--- src/rtl/j_i2s_pkg.sv ---
// Shared types and constants for the I2S stereo sample scheduler.
package j_i2s_pkg;

    localparam int SAMPLE_W   = 16;
    localparam int UNDERRUN_W = 8;
    localparam int PAIR_W     = 2 * SAMPLE_W;

    typedef enum logic [1:0] {
        IDLE = 2'd0,
        WR_L = 2'd1,
        WR_R = 2'd2
    } sched_state_t;

    // A stereo pair is stored as {left, right}
    function automatic logic [SAMPLE_W-1:0] pair_left(input logic [PAIR_W-1:0] pair);
        return pair[PAIR_W-1:SAMPLE_W];
    endfunction

    function automatic logic [SAMPLE_W-1:0] pair_right(input logic [PAIR_W-1:0] pair);
        return pair[SAMPLE_W-1:0];
    endfunction

endpackage

--- src/rtl/j_i2s_fifo.sv ---
// Synchronous FIFO of {left,right} stereo pairs with flush and an exact fill level.
module j_i2s_fifo
    import j_i2s_pkg::*;
#(
    parameter int DEPTH_LOG2 = 3
) (
    input  logic                  clk,
    input  logic                  resetl,
    input  logic                  push,
    input  logic                  pop,
    input  logic                  flush,
    input  logic [PAIR_W-1:0]     wdata,
    output logic [PAIR_W-1:0]     rdata,
    output logic                  full,
    output logic                  empty,
    output logic [DEPTH_LOG2:0]   level
);

    localparam int                DEPTH    = 1 << DEPTH_LOG2;
    localparam logic [DEPTH_LOG2:0] FULL_LVL = (DEPTH_LOG2 + 1)'(DEPTH);

    logic [PAIR_W-1:0]     mem [DEPTH];
    logic [DEPTH_LOG2-1:0] wr_ptr;
    logic [DEPTH_LOG2-1:0] rd_ptr;
    logic                  do_push;
    logic                  do_pop;

    assign full    = (level == FULL_LVL);
    assign empty   = (level == '0);
    assign do_push = push & ~full & ~flush;
    assign do_pop  = pop & ~empty;
    assign rdata   = mem[rd_ptr];

    // Storage array; contents need no reset because level gates every read
    always_ff @(posedge clk) begin
        if (do_push) begin
            mem[wr_ptr] <= wdata;
        end
    end

    // Pointers wrap naturally at the power-of-two depth; flush discards everything
    always_ff @(posedge clk or negedge resetl) begin
        if (!resetl) begin
            wr_ptr <= '0;
            rd_ptr <= '0;
            level  <= '0;
        end else if (flush) begin
            wr_ptr <= '0;
            rd_ptr <= '0;
            level  <= '0;
        end else begin
            if (do_push) begin
                wr_ptr <= wr_ptr + 1'b1;
            end
            if (do_pop) begin
                rd_ptr <= rd_ptr + 1'b1;
            end
            case ({do_push, do_pop})
                2'b10:   level <= level + 1'b1;
                2'b01:   level <= level - 1'b1;
                default: level <= level;
            endcase
        end
    end

endmodule

--- src/rtl/j_i2s_sched.sv ---
// Stereo sample scheduler: round-robin CPU/DSP push arbiter, pair FIFO and an
// interrupt-driven left/right write sequencer for the I2S DAC registers.
module j_i2s_sched
    import j_i2s_pkg::*;
#(
    parameter int DEPTH_LOG2 = 3,
    parameter bit HOLD_LAST  = 1'b1
) (
    input  logic                  clk,
    input  logic                  resetl,
    input  logic                  enable,
    input  logic                  flush,
    input  logic                  cpu_req,
    input  logic [SAMPLE_W-1:0]   cpu_l,
    input  logic [SAMPLE_W-1:0]   cpu_r,
    output logic                  cpu_ack,
    input  logic                  dsp_req,
    input  logic [SAMPLE_W-1:0]   dsp_l,
    input  logic [SAMPLE_W-1:0]   dsp_r,
    output logic                  dsp_ack,
    input  logic                  i2int,
    output logic [SAMPLE_W-1:0]   i2s_din,
    output logic                  i2s1w,
    output logic                  i2s2w,
    input  logic [DEPTH_LOG2:0]   low_thresh,
    output logic [DEPTH_LOG2:0]   fifo_level,
    output logic                  low_irq,
    output logic [UNDERRUN_W-1:0] underrun_cnt
);

    sched_state_t          state;
    logic                  cpu_grant;
    logic                  dsp_grant;
    logic                  prefer_dsp;
    logic                  fifo_full;
    logic                  fifo_empty;
    logic [PAIR_W-1:0]     fifo_rdata;
    logic [PAIR_W-1:0]     push_data;
    logic [PAIR_W-1:0]     last_pair;
    logic [PAIR_W-1:0]     underrun_pair;
    logic [SAMPLE_W-1:0]   cur_right;
    logic                  i2int_d;
    logic                  i2int_edge;
    logic                  start;
    logic                  pop;

    assign i2int_edge    = i2int & ~i2int_d;
    assign start         = (state == IDLE) & i2int_edge & enable;
    assign pop           = start & ~fifo_empty;
    assign push_data     = dsp_grant ? {dsp_l, dsp_r} : {cpu_l, cpu_r};
    assign underrun_pair = HOLD_LAST ? last_pair : '0;
    assign cpu_ack       = cpu_grant;
    assign dsp_ack       = dsp_grant;

    // Grant at most one requester per cycle; full is judged before any pop this cycle
    always_comb begin
        cpu_grant = 1'b0;
        dsp_grant = 1'b0;
        if (!flush && !fifo_full) begin
            if (cpu_req && dsp_req) begin
                if (prefer_dsp) begin
                    dsp_grant = 1'b1;
                end else begin
                    cpu_grant = 1'b1;
                end
            end else if (cpu_req) begin
                cpu_grant = 1'b1;
            end else if (dsp_req) begin
                dsp_grant = 1'b1;
            end
        end
    end

    // Round-robin pointer favours whoever was not granted most recently
    always_ff @(posedge clk or negedge resetl) begin
        if (!resetl) begin
            prefer_dsp <= 1'b0;
        end else if (cpu_grant) begin
            prefer_dsp <= 1'b1;
        end else if (dsp_grant) begin
            prefer_dsp <= 1'b0;
        end
    end

    // Delayed copy of the interrupt level for rising-edge detection
    always_ff @(posedge clk or negedge resetl) begin
        if (!resetl) begin
            i2int_d <= 1'b0;
        end else begin
            i2int_d <= i2int;
        end
    end

    // Write sequencer: the pair is fetched on the way into WR_L so both words come from it
    always_ff @(posedge clk or negedge resetl) begin
        if (!resetl) begin
            state     <= IDLE;
            i2s1w     <= 1'b0;
            i2s2w     <= 1'b0;
            i2s_din   <= '0;
            cur_right <= '0;
            last_pair <= '0;
        end else begin
            unique case (state)
                IDLE: begin
                    if (start) begin
                        state <= WR_L;
                        i2s1w <= 1'b1;
                        if (!fifo_empty) begin
                            i2s_din   <= pair_left(fifo_rdata);
                            cur_right <= pair_right(fifo_rdata);
                            last_pair <= fifo_rdata;
                        end else begin
                            i2s_din   <= pair_left(underrun_pair);
                            cur_right <= pair_right(underrun_pair);
                        end
                    end
                end
                WR_L: begin
                    state   <= WR_R;
                    i2s1w   <= 1'b0;
                    i2s2w   <= 1'b1;
                    i2s_din <= cur_right;
                end
                WR_R: begin
                    state   <= IDLE;
                    i2s2w   <= 1'b0;
                    i2s_din <= '0;
                end
                default: begin
                    state   <= IDLE;
                    i2s1w   <= 1'b0;
                    i2s2w   <= 1'b0;
                    i2s_din <= '0;
                end
            endcase
        end
    end

    // Count sequences that found the FIFO empty, sticking at the maximum
    always_ff @(posedge clk or negedge resetl) begin
        if (!resetl) begin
            underrun_cnt <= '0;
        end else if (start && fifo_empty && (underrun_cnt != {UNDERRUN_W{1'b1}})) begin
            underrun_cnt <= underrun_cnt + 1'b1;
        end
    end

    // Low-water interrupt follows the level seen in the previous cycle
    always_ff @(posedge clk or negedge resetl) begin
        if (!resetl) begin
            low_irq <= 1'b0;
        end else begin
            low_irq <= enable & (fifo_level <= low_thresh);
        end
    end

    j_i2s_fifo #(
        .DEPTH_LOG2 (DEPTH_LOG2)
    ) u_fifo (
        .clk    (clk),
        .resetl (resetl),
        .push   (cpu_grant | dsp_grant),
        .pop    (pop),
        .flush  (flush),
        .wdata  (push_data),
        .rdata  (fifo_rdata),
        .full   (fifo_full),
        .empty  (fifo_empty),
        .level  (fifo_level)
    );

endmodule
--- config.mk ---
export PLATFORM = sky130hd
export DESIGN_NAME = j_i2s_sched
export DESIGN_NICKNAME = d
export VERILOG_FILES = /design/src/rtl/j_i2s_pkg.sv /design/src/rtl/j_i2s_fifo.sv /design/src/rtl/j_i2s_sched.sv
export SDC_FILE = /design/constraint.sdc
export NUM_CORES = 1
export LEC_CHECK = 0
export BUFFER_PORTS_ARGS = -buffer_cell sky130_fd_sc_hd__buf_4
export CAP_MARGIN = 0
export CORE_ASPECT_RATIO = 0.9
export CORE_MARGIN = 3
export CORE_UTILIZATION = 40
export CTS_BUF_LIST = sky130_fd_sc_hd__clkbuf_2 sky130_fd_sc_hd__clkbuf_4 sky130_fd_sc_hd__clkbuf_8
export DETAILED_ROUTE_END_ITERATION = 8
export PLACE_DENSITY = 0.6
export SLEW_MARGIN = 40
export SYNTH_ARGS = -nofsm -noshare
export SYNTH_HDL_FRONTEND = slang
export SYNTH_SLANG_ARGS = --single-unit
--- constraint.sdc ---
create_clock -name clk -period 5.84 [get_ports clk]
set_input_delay 0.584 -clock clk [delete_from_list [all_inputs] [get_ports clk]]
set_output_delay 0.584 -clock clk [all_outputs]
set_load 0.01 [all_outputs]
Word-level counts from Yosys, hierarchy flattened
Memory sizes are Yosys's and may differ from the RTL's.
Index checks and enable logic that the tools add are counted.
{"block": "word_totals", "output_inout_bits": 33, "ff_bits": 89, "n_memories": 1, "elab_cells": 85, "inputBits": 75, "mem_bits_rw": 256}
{"block": "classes", "add_sub_neg": 5, "order_cmp": 1, "reduce_logical": 15, "n_bitwise": 14, "muxes": 29, "eq_ne": 7}
{"memory": "u_fifo.mem", "words": 8, "word_bits": 32, "read_ports": 1, "rd_clocked_by_memory_dff": 0, "write_ports": 1, "line": "j_i2s_fifo.sv:22", "text": "logic [PAIR_W-1:0] mem [DEPTH];"}
{"cell": "$mux 16", "n": 3}
{"cell": "$mux 32", "n": 1}
{"cell": "$pmux 16 s2", "n": 1}
{"cell": "$mux 1", "n": 14}
{"cell": "$mux 3", "n": 4}
{"cell": "$add 8x1->8 const B", "n": 1}
{"cell": "$and 1x1->1", "n": 8}
{"cell": "$ne 8x8->1 const B", "n": 1}
{"cell": "$pmux 4 s2", "n": 1}
{"cell": "$add 3x1->3 const B", "n": 2}
{"cell": "$reduce_bool 2->1", "n": 3}
{"cell": "$not 1->1", "n": 5}
{"cell": "$add 4x1->4 const B", "n": 1}
{"cell": "$eq 2x1->1 const B", "n": 2}
{"cell": "$eq 2x2->1 const B", "n": 2}
{"cell": "$eq 4x4->1 const B", "n": 1}
{"cell": "$le 4x4->1", "n": 1}
{"cell": "$logic_and 1x1->1", "n": 4}
{"cell": "$logic_not 4->1", "n": 1}
{"cell": "$mux 4", "n": 1}
{"cell": "$pmux 1 s2", "n": 2}
{"cell": "$pmux 2 s2", "n": 1}
{"cell": "$reduce_and 2->1", "n": 2}
{"cell": "$sub 4x1->4 const B", "n": 1}
{"cell": "other kinds (7)", "n": 8}

Longest topological paths before layout
{"block": "depth", "ltp_word": 10, "ltp_mapped": 12, "mapped_depth_nobuf": 10}

Modules after synthesis
Synthesis repeated with hierarchy kept, for this count alone.
{"block": "unflattened", "hier_cells": 803, "area_unflattened_um2": 14481.4}
{"module": "j_i2s_fifo", "cells_per_inst": 448, "n_inst": 1, "seq_area_each_um2": 7937.6, "area_each_um2": 10318.6}
{"module": "j_i2s_sched", "cells_per_inst": 355, "n_inst": 1, "seq_area_each_um2": 1976.9, "area_each_um2": 4162.7}

Worst setup path before layout
No wires, ideal clock.
{"block": "synth_timing", "path_type": "input-to-reg", "from": "input flush", "to": "memory u_fifo.mem[0][0] (netlist bit) (enable)", "cell_stages": 4, "t_arrival_ns": 4.461, "path_buffers": 1, "setup_slack_ns": 0.878, "setup_time_ns": 0.501, "cell_sequence": "clkbuf_1 -> o21bai_1 -> or2_2 -> nor4_1"}
{"block": "synth_between", "elab_chain_len": 8, "elab_cells_between_ends": 10, "cone_classes": "4 x mux; 4 x bitwise; 2 x reduce/logical"}
{"item": "start, declared", "line": "j_i2s_sched.sv:12", "text": "input logic flush,"}
{"item": "$logic_not 1->1", "line": "j_i2s_sched.sv:59", "text": "if (!flush && !fifo_full) begin"}
{"item": "$logic_and 1x1->1", "line": "j_i2s_sched.sv:59"}
{"item": "$mux 1", "line": "j_i2s_sched.sv:59"}
{"item": "$or 1x1->1", "line": "j_i2s_sched.sv:163", "text": ".push (cpu_grant | dsp_grant),"}
{"item": "$and 1x1->1", "line": "j_i2s_fifo.sv:30", "text": "assign do_push = push & ~full & ~flush;"}
{"item": "$and 1x1->1 (*)", "line": "j_i2s_fifo.sv:30"}
{"item": "$mux 1 (*)", "line": "j_i2s_fifo.sv:36", "text": "if (do_push) begin"}
{"item": "$mux 1 (implied by the code) (*)", "line": "j_i2s_fifo.sv:37", "text": "mem[wr_ptr] <= wdata;"}
{"item": "end, declared", "line": "j_i2s_fifo.sv:22"}
Mark *: on every way between the ends. The rest lies on a longest branch, timed or not.

Worst setup path after layout
{"block": "layout_timing", "from": "register u_fifo.level[0]", "to": "output dsp_ack"}
{"block": "layout_between", "elab_chain_len": 4}
{"item": "start, declared", "line": "j_i2s_fifo.sv:16", "text": "output logic [DEPTH_LOG2:0] level"}
{"item": "start signal, assigned", "line": "j_i2s_fifo.sv:59", "text": "2'b10: level <= level + 1'b1;"}
{"item": "start signal, assigned", "line": "j_i2s_fifo.sv:60", "text": "2'b01: level <= level - 1'b1;"}
{"item": "start signal, assigned", "line": "j_i2s_fifo.sv:61", "text": "default: level <= level;"}
{"item": "$eq 4x4->1", "line": "j_i2s_fifo.sv:28", "text": "assign full = (level == FULL_LVL);"}
{"item": "$logic_not 1->1", "line": "j_i2s_sched.sv:59"}
{"item": "$logic_and 1x1->1", "line": "j_i2s_sched.sv:59"}
{"item": "$mux 1", "line": "j_i2s_sched.sv:59"}
{"item": "end, declared", "line": "j_i2s_sched.sv:20", "text": "output logic dsp_ack,"}
No other way between the ends.

==> metrics.txt <==
Setup Buffers After CTS 0; clk sinks 345; Post-synth EDFFs 256; count of final max-slew check failures 0; Crit path max-delay family buffers and inverters; CP max FO 26; Hold-fix buffers, CTS 1; Gate power share 12.0%; footprint of the multi-input gates 3886 um2; Max Cap Viol 0; wire per inst 20.68 um; CTS tree done; mapped cell area 14010 um2; # port buffers 107; most used cell, CP buf_4; final hold vios 0; worst min-delay path class in -> reg; static leakage 5.858 nW; Die H 183.6 um; pwr/cell area 355.8 nW/um2; share of layout cells above drive strength 1 34.14%; Root Driver clkbuf_8; vias in the first global route 7732; top_reg_cell synth edfxtp_1; CP endpoint kind output port; minimum clock period 3433 ps; Async S/R FF share, synth 25.80%; Bufs on Longest Clock Path 3; Worst VDD drop 0.0001423 V; clock latency at the later pin of the worst-skew pair 580 ps; Seq pwr share 52.7%; Netlist cell types 46; CP startpoint kind register; Final Instance Area 16550 um2; ANT cells 0; Reg clk slew, reported paths 60 ps; Initial Util 40.88%; post-synthesis sequential area ratio 70.76%; Vias/cell 5.237; FP Rows 64; Synth Instances 816; HPWL Detailed 17540 um; pin count of the biggest net entering global routing 77; Fillers 3016; post-cts sizing count 0; Peak Freq 291.3 MHz; TNS Setup 0 ps; WP data arrival 2850 ps; net switching power figure 1.461 mW; Finish-stage setup viols 0; top cell type's share of synthesized area 54.87%; Critical Path RT 5260 ps; initial detailed-routing violation count 550; Core Box Area 34270 um2; fin nets 1037; main area contributors after synthesis edfxtp_1, dfrtp_1, mux4_2; first-pass GRT wire length 46720 um; Routed WL 30150 um; Die Area 37310 um2; Switching Share 24.80%; io pins 108; CP peak stage delay 610 ps; # DRC 0; WS Path Type reg -> out; internal power 4.430 mW; initial antenna violation count 1; DRT Pass-1 Iters 6; flop2flop setup slack 2740 ps; GP Congestion 0.8017; Final Skew 14.47 ps; RR Endpoint u_fifo.level[2]; ANT nets after route 0; Die X 203.3 um; via count 7636; Worst Hold Path Cells 1; Synth warnings 0; hold_sp i2int; status finished, final reports clean; Slew HR 52.19%; Mapped Avg Cell Area 17.17 um2; RSZ-0062 raised after global routing false; crit-path cells nor4b_1 -> nor2_1 -> nand2_1 -> a21oi_4 -> buf_4 -> buf_4; syn_nets 900; WHS Endpoint i2int_d; Reg2Reg Depth 9; Bufs and invs on worst path 2; CTS buffer count 54; largest area contributor in the netlist edfxtp_1; Least-Margin Pin Slew 717.2 ps; Register Area 9921 um2; slowest library cell on the worst path dfrtp_1; Layout area overhead 18.15%; H-tree levels 2; Congestion Overflow GR 0; GR Util All Layers 16.34%; clock power share 35.3%; Seq cells post-synth 345; RR Startpoint u_fifo.level[0]; DP Area 15410 um2; period utilization 58.79%
-- cells by family (layout without fill, tap and decap cells) --
| group | Yosys count | after routing | share of synthesized area (%) |
|---|---|---|---|
| compound gates | 104 | 104 | 4.992 |
| buf+inv | 60 | 240 | 2.036 |
| simple gates | 150 | 150 | 4.974 |
| mux | 130 | 130 | 15.30 |
| fa+ha+maj | 10 | 10 | 0.8752 |
| xor+xnor | 17 | 17 | 1.063 |
| flops | 345 | 345 | 70.76 |
-- registers in the layout, indices dropped and copies added, names as in the netlist, 2 cells and up --
name	cells
u_fifo.wr_ptr	3
u_fifo.level	4
u_fifo.rd_ptr	3
i2s_din	16
state	2
u_fifo.mem	256
underrun_cnt	8
cur_right	16
last_pair	32
-- final cells by class --
| cell class | count | area share [%] |
|---|---|---|
| Inverter | 12 | 0.2721 |
| Timing Repair Buffer | 129 | 5.964 |
| Tap cell | 462 | 3.492 |
| Sequential cell | 345 | 59.93 |
| Multi-Input combinational cell | 411 | 23.48 |
| Clock buffer | 87 | 6.326 |
| Clock inverter | 12 | 0.5367 |
-- worst max-delay path by stage --
stage,cells after the start,end,start,slack [ps]
final,6,dsp_ack,u_fifo.level[0],2410
after global routing,6,dsp_ack,u_fifo.level[1],2150
after CTS,6,dsp_ack,u_fifo.level[0],2330
after detailed placement,9,u_fifo.level[2],u_fifo.level[0],2770
after global placement,10,u_fifo.level[2],enable,2330
after floorplan,4,u_fifo.mem[0][0],flush,880
-- per-stage QoR --
step                util, %  worst slack, ps  cells  hold WS (ps)  power (mW)
floorplan                 -            877.8    816         288.4       3.530
global placement      44.89             2328   1357         445.1       3.851
detailed placement    44.95             2775   1358         448.0       3.870
CTS                   48.30             2331   1458         82.75       5.967
global route          48.30             2152   1458         80.70       6.200
finish                48.30             2407   1458         125.0       5.890
-- cells in the mapped netlist (all sizes together), types with 2 or more instances --
master	count
a221oi	3
nand2b	3
nor4	2
nand4	3
a21oi	8
o211ai	32
inv	12
nand2	61
and3	4
nor2b	3
nor4b	2
xor2	6
mux2	33
and4	2
ha	9
nor2	27
a22oi	15
edfxtp	256
mux2i	33
nor3	6
nand3	32
dfrtp	89
mux4	64
xnor2	11
clkbuf	27
o21ai	37
buf	21
-- power groups by stage --
| stage | sequential, mW | clock, mW | combinational (mW) |
|---|---|---|---|
| 4_1_cts | 3.10 | 2.14 | 0.722 |
| 3_5_place_dp | 3.15 | 0 | 0.719 |
| 6_report | 3.11 | 2.08 | 0.708 |
| 3_3_place_gp | 3.15 | 0 | 0.705 |
| 5_1_grt | 3.13 | 2.27 | 0.795 |
| 2_1_floorplan | 3.11 | 0 | 0.419 |
-- layer usage --
layer	wire length, um	part of all wire [%]	global-route usage (%)
met5	13	0.043	0
met4	716	2.4	5.092
met2	13630	45	24.56
met3	1668	5.5	3.664
met1	14120	47	24.01
-- cell usage in the layout (no fill, tap or decap), types with 2 or more instances in the layout --
cell type / netlist / layout
nor3_2: 0 / 5
a221oi_1: 3 / 3
and3_1: 4 / 4
o211ai_1: 32 / 32
mux2i_1: 33 / 33
nor4b_1: 2 / 2
clkbuf_8: 0 / 63
nor2_4: 0 / 3
nand3_1: 31 / 31
edfxtp_1: 256 / 256
xor2_1: 6 / 6
o21ai_0: 37 / 37
a21oi_1: 7 / 7
nor2_1: 27 / 24
nor2b_1: 3 / 3
buf_4: 0 / 126
nand2b_1: 3 / 3
xnor2_1: 11 / 11
ha_1: 9 / 9
nor4_2: 0 / 2
nand2_1: 61 / 61
inv_1: 12 / 11
clkinv_1: 0 / 4
clkinv_2: 0 / 5
dfrtp_2: 0 / 2
clkbuf_4: 0 / 24
dfrtp_1: 89 / 86
mux4_2: 64 / 64
a22oi_1: 15 / 15
nand4_1: 3 / 3
and4_1: 2 / 2
mux2_2: 33 / 33
-- worst register-to-register path, cell delays in order (launching register included) --
cell	delay (ps)
dfrtp_1	530
or4_4	690
nand3_4	430
nor2_1	180
ha_1	420
xnor2_1	140
nor2_1	50
and3_1	200
a221oi_1	210
o41ai_1	120
No activity file was read; power rests on OpenSTA's default activity.
